--- src/rtl/fb_clear_sequencer.sv ---
// Post-reset framebuffer clear: settle, write a colour to every address over a
// valid/ready port, then hold init_done until a re-clear is requested.
module fb_clear_sequencer #(
   parameter int                ADDR_W        = 17,
   parameter int                DEPTH         = 76800,
   parameter int                DATA_W        = 12,
   parameter logic [DATA_W-1:0] CLEAR_VALUE   = '0,
   parameter int                SETTLE_CYCLES = 4
) (
   input  logic              clk,
   input  logic              rst,
   input  logic              clear_req,
   input  logic [DATA_W-1:0] clear_color,
   input  logic              wr_ready,
   output logic              wr_valid,
   output logic [ADDR_W-1:0] wr_addr,
   output logic [DATA_W-1:0] wr_data,
   output logic              busy,
   output logic              init_done,
   output logic [1:0]        fsm_state
);

   // Write port: a word moves on every cycle where wr_valid && wr_ready; while
   // wr_valid is high and wr_ready is low, wr_addr and wr_data are held stable.

   typedef enum logic [1:0] {
      S_SETTLE = 2'd0,
      S_CLEAR  = 2'd1,
      S_DONE   = 2'd2
   } state_t;

   localparam int                CNT_W       = (SETTLE_CYCLES > 1) ? $clog2(SETTLE_CYCLES) : 1;
   localparam logic [CNT_W-1:0]  SETTLE_LAST = CNT_W'(SETTLE_CYCLES - 1);
   localparam logic [ADDR_W-1:0] LAST_ADDR   = ADDR_W'(DEPTH - 1);

   state_t              state, state_next;
   logic [CNT_W-1:0]    settle_cnt, cnt_next;
   logic [ADDR_W-1:0]   addr_next;
   logic [DATA_W-1:0]   color, color_next;

   assign fsm_state = state;

   always_comb begin
      state_next = state;
      cnt_next   = settle_cnt;
      addr_next  = wr_addr;
      color_next = color;
      case (state)
         S_SETTLE: begin
            if (settle_cnt == SETTLE_LAST) state_next = S_CLEAR;
            else                           cnt_next   = settle_cnt + CNT_W'(1);
         end
         S_CLEAR: begin
            // Explicit return to 0 keeps DEPTH == 2**ADDR_W from relying on wrap.
            if (wr_valid && wr_ready) begin
               if (wr_addr == LAST_ADDR) begin
                  state_next = S_DONE;
                  addr_next  = '0;
               end else begin
                  addr_next = wr_addr + ADDR_W'(1);
               end
            end
         end
         S_DONE: begin
            if (clear_req) begin
               color_next = clear_color;
               addr_next  = '0;
               state_next = S_CLEAR;
            end
         end
         default: state_next = S_SETTLE;
      endcase
   end

   always_ff @(posedge clk) begin
      if (rst) begin
         state      <= S_SETTLE;
         settle_cnt <= '0;
         wr_addr    <= '0;
         color      <= CLEAR_VALUE;
         wr_data    <= CLEAR_VALUE;
         wr_valid   <= 1'b0;
         busy       <= 1'b1;
         init_done  <= 1'b0;
      end else begin
         state      <= state_next;
         settle_cnt <= cnt_next;
         wr_addr    <= addr_next;
         color      <= color_next;
         wr_data    <= color_next;
         wr_valid   <= (state_next == S_CLEAR);
         busy       <= (state_next != S_DONE);
         init_done  <= (state_next == S_DONE);
      end
   end

endmodule

--- config.mk ---
export PLATFORM = sky130hd
export DESIGN_NAME = fb_clear_sequencer
export DESIGN_NICKNAME = d
export VERILOG_FILES = /design/src/rtl/fb_clear_sequencer.sv
export SDC_FILE = /design/constraint.sdc
export NUM_CORES = 1
export LEC_CHECK = 0
export BUFFER_PORTS_ARGS = -buffer_cell sky130_fd_sc_hd__buf_2
export CAP_MARGIN = 20
export CORE_ASPECT_RATIO = 0.7
export CORE_MARGIN = 2
export CORE_UTILIZATION = 25
export DETAILED_ROUTE_END_ITERATION = 16
export PLACE_DENSITY = 0.55
export SLEW_MARGIN = 30
export SYNTH_ARGS = -nofsm -noshare
export SYNTH_HDL_FRONTEND = slang
export SYNTH_SLANG_ARGS = --single-unit
--- constraint.sdc ---
create_clock -name clk -period 4.7 [get_ports clk]
set_input_delay 0.705 -clock clk [delete_from_list [all_inputs] [get_ports clk]]
set_output_delay 0.705 -clock clk [all_outputs]
set_load 0.05 [all_outputs]
* Word level (Yosys, flattened, before mapping) *
Index checks and enable logic that the tools add are counted.

storage, ports and cells
  bits in registers = 36
  latch bits = 0
  bits in writable memories = 0
  memory bits (read-only) = 0
  output and inout bits = 34
  memories kept = 0

cells by class
  add/sub/neg operators = 2
  $mul = 0
  divide/modulo/power cells = 0
  order comparisons = 0
  equal/unequal tests = 9
  shifts and indexed selects = 0
  mux-type cells = 9
  bitwise operators = 1
  reductions and logical operators = 6

operators with widths
  cell                     number
  $mux W17                 3
  $pmux W17 S2             1
  $add A17 B1 Y17 const B  1
  $eq A17 B17 Y1 const B   1
  $mux W2                  4
  $eq A2 B2 Y1 const B     3
  $ne A2 B2 Y1 const B     3
  $pmux W2 S3              1
  $eq A2 B1 Y1 const B     2
  $reduce_and A2 Y1        2
  $reduce_and A3 Y1        1
  $add A2 B1 Y2 const B    1
  $logic_not A2 Y1         1
  $reduce_bool A2 Y1       1
  $logic_and A1 B1 Y1      1
  $not A1 Y1               1

* Longest topological paths before layout *
  depth in word-level cells = 5
  mapped depth = 7

* Least setup slack after synthesis *
Ideal clock, no wire load.

  path type = register to register
  start = reg wr_addr[0]
  end = reg wr_addr[1]
  setup time = 128 ps
  arrival = 2038 ps
  required time = 4572 ps
  path slack = 2534 ps
  cell stages (with the launch flop) = 7
  path buffers = 1
  cell sequence = dfxtp_1 -> ha_1 -> nor4b_1 -> nand4_2 -> clkbuf_1 -> a32oi_1 -> nor2_1

on the way
  cells in the longest elaborated chain, start to end = 4
  elaborated cells between the ends (all ways) = 5
  classes of those cells = add/sub: 1; eq/ne: 1; mux: 3

ends and longest elaborated chain
  element                                            line    source
  from (decl)                                        16      output logic [ADDR_W-1:0] wr_addr,
  from (signal assigned)                             88      wr_addr <= addr_next;
  $add A17 B1 Y17 or $eq A17 B17 Y1 (tied branches)  60, 56
  $mux W17 *                                         56      if (wr_addr == LAST_ADDR) begin
  $mux W17 *                                         55      if (wr_valid && wr_ready) begin
  $pmux W17 S2 *                                     48      case (state)

Every way passes the cells marked *; elsewhere a longest branch is shown, timed or not. The select of a mux whose other input is x is not followed.
A chain may end at the register's enable or synchronous reset.

* Final worst setup path *
  start = reg wr_addr[0]
  end = reg wr_addr[9]

Same word-level chain as after synthesis.

==> reports/metrics.yaml <==
run_status:
  status: "finished, final reports clean"
min_path:
  hold_end: "color[8]$_SDFFE_PP0P_"
  hp-class: "reg -> reg"
  holdPathStages: 2
  holdCritStartpoint: "color[8]$_SDFFE_PP0P_"
cts:
  path_clk_slew_ps: 80
  clock_sinks: 36
  cts_hold_buf: 0
  cts_setup_buffers: 0
  htreeDepth: 2
  insertion_delay_ps: 290
  cts_made_buffers: 5
  cts_buffer_depth: 2
  cts_tree: "yes"
  clock-root-buffer: "clkbuf_8"
  cts_resized: 0
logic_synthesis:
  synth.yosys.warnings: 0
  synth_largest_area_cell: "dfxtp_1"
  avgSynthCellArea_sq_um: 8.04
  yosysUniqueCellTypes: 39
  synth_cells: 218
  yosys_most_used_dff: "dfxtp_1"
  ys_seq_area_share_pct: 41.1
  synth_fp_nets: 236
  ys_seq_elements: 36
  ys_async_sr_fraction_pct: 0
  synth_top_cells_by_count: "nand2_1, dfxtp_1, a21oi_1"
  synth_edf_count: 0
  synth_area_leaders: "dfxtp_1, nand2_1, a21oi_1, nand3_1, nor2_1"
  yosysMostFrequentCell: "nand2_1"
  yosys.area.top_type_share_pct: 41.1
  syn_area_sq_mm: 0.00175
job:
  maxCapViolCount: 0
setup_path:
  path_cells: "ha_1, nor4b_1, nand4_2, nand2_1, o311ai_0"
  cpPeakStageDelay_ps: 470
  reg2reg_depth: 5
  critical_path.startpoint_type: "flop"
  r2r_end: "wr_addr[9]$_SDFFE_PP0P_"
  reg2reg_slack_ps: 2340
  worst_ep_required_time_ps: 4850
  crit_path_max_fanout: 17
  worstSetupPathType: "reg -> reg"
  r2r-start: "wr_addr[0]$_SDFFE_PP0P_"
  arrival_ps: 2520
  crit_slowest_cell: "nand4_2"
  cp-end-kind: "flop"
power:
  fin_total_pwr_uw: 623
  ir_drop_uv: 112
  p_leak_nw: 0.806
  power.density_mw_per_mm2: 291
timing:
  finalMaxSlewViolations: 0
  finalSetupTns_ps: 0
  fin_worst_skew_ps: 7.63
  holdWs_ps: 455
  final_hold_viol_count: 0
  setup_violations: 0
  tightest_slew_ps: 765
  rsz0062_at_grt: "false"
  fmax_ghz: 0.423
  max_slew_margin_pct: 49.0
  timing.final.crit_share_pct: 50.3
  final.min_clock_period_ps: 2360
final_layout:
  drive_gt1_share_pct: 23.9
  layout.nets: 276
  fin_util_pct: 31.7
  fillers: 751
  area_growth_pct: 22.2
  final_area_sq_mm: 0.00214
  diodes: 0
global_routing:
  grt_remaining_overflow: 0
  antenna_found_initial: 0
  grt_max_degree: 48
  grt_pass1_wl_um: 7780
  grt_pass1_vias: 1462
  track_usage_pct: 12.6
placed_design:
  place_hpwl_um: 3460
  io_buffers: 49
  gp_congestion: 0.896
  place_area_sq_mm: 0.00205
floorplanning:
  io_pins: 50
  core.rowCount: 25
  die_w_um: 104
  initial_core_util_pct: 25.9
  die_h_um: 74.1
  core_area_sq_mm: 0.00676
  design.die.area_sq_mm: 0.00771
drt:
  ant_nets: 0
  drt-pass1-iter-count: 4
  via_per_inst: 4.89
  wl_per_cell_um: 14.1
  drc: 0
  num_vias: 1727
  drtIter0Drc: 115
  wl_um: 4970
## critical path: cells and delay by family, from the launching register on
family,cells,cell delay (ps)
and+or+nand+nor,3,1240
AOI/OAI and AO/OA,1,180
adders and majority gates,1,360
DFF,1,450
## layer usage
layer	wire length [um]	GRT usage, %	vias to the layer above
li1	-	-	883
met1	2700	19.4	795
met2	1970	16.9	44
met3	236	2.80	5
met4	59	4.50	0
met5	0	0	-
## through the flow
step,instances,setup slack (ps)
final,353,2340
after global placement,345,2240
after floorplan,218,2530
after CTS,353,2380
after global routing,353,2170
after detailed placement,345,2190
## worst max-delay path by stage
stage / startpoint / end / slack, ps / depth (start not counted)
finish: wr_addr[0]$_SDFFE_PP0P_ / wr_addr[9]$_SDFFE_PP0P_ / 2340 / 5
global route: wr_addr[0]$_SDFFE_PP0P_ / wr_addr[9]$_SDFFE_PP0P_ / 2170 / 5
CTS: wr_addr[0]$_SDFFE_PP0P_ / wr_addr[9]$_SDFFE_PP0P_ / 2380 / 5
detailed placement: clear_req / wr_addr[12]$_SDFFE_PP0P_ / 2190 / 5
global placement: clear_req / wr_addr[12]$_SDFFE_PP0P_ / 2240 / 5
floorplan: wr_addr[0]$_SDFFE_PP0P_ / wr_addr[1]$_SDFFE_PP0P_ / 2530 / 6
## cells by family after synthesis
logic type               count (synthesis)  share of synthesized area, %
AND/OR/NAND/NOR                        118                          36.3
flip-flops                              36                          41.1
XOR/XNOR                                 1                         0.500
buffers and inverters                   17                          3.85
multiplexers                             1                         0.571
adder cells (fa/ha/maj)                  2                          1.43
AO/OA/AOI/OAI                           43                          16.2
## report_power, final
group	total (mW)	switching (mW)	internal, mW	leakage, nW
clock network	0.226	0.122	0.103	0.0479
registers	0.329	0.0117	0.317	0.291
logic	0.0690	0.0418	0.0272	0.467
## area by class of cell
cell class              count  area [sq um]  area share (%)
flip-flops and latches     36           721            33.6
multi-input cells         165           967            45.2
clock inverters             3          18.8           0.876
clock buffers               5          68.8            3.21
well taps                  94           118            5.49
inverters                   1          3.75           0.175
repair buffers             49           245            11.4
## flip-flops by register name, summed over array words and instances (netlist names)
name	cells
color	12
init_done	1
fsm_state	2
busy	1
wr_valid	1
settle_cnt	2
wr_addr	17
## layout by cell type (no fill, tap or decap), types with 3 or more instances in the layout
cell type,n
nand2b_1,5
nor2b_1,5
nor3_1,9
nor2_1,14
clkbuf_8,5
a31oi_1,3
buf_2,49
or3_1,4
nand3b_1,7
a21oi_1,17
nand2_1,37
or4_1,4
nand4_1,7
nand3_1,12
dfxtp_1,36
o21ai_0,3
o211ai_1,7
a311oi_1,4
Note: power is estimated with default switching activity, not from simulation.
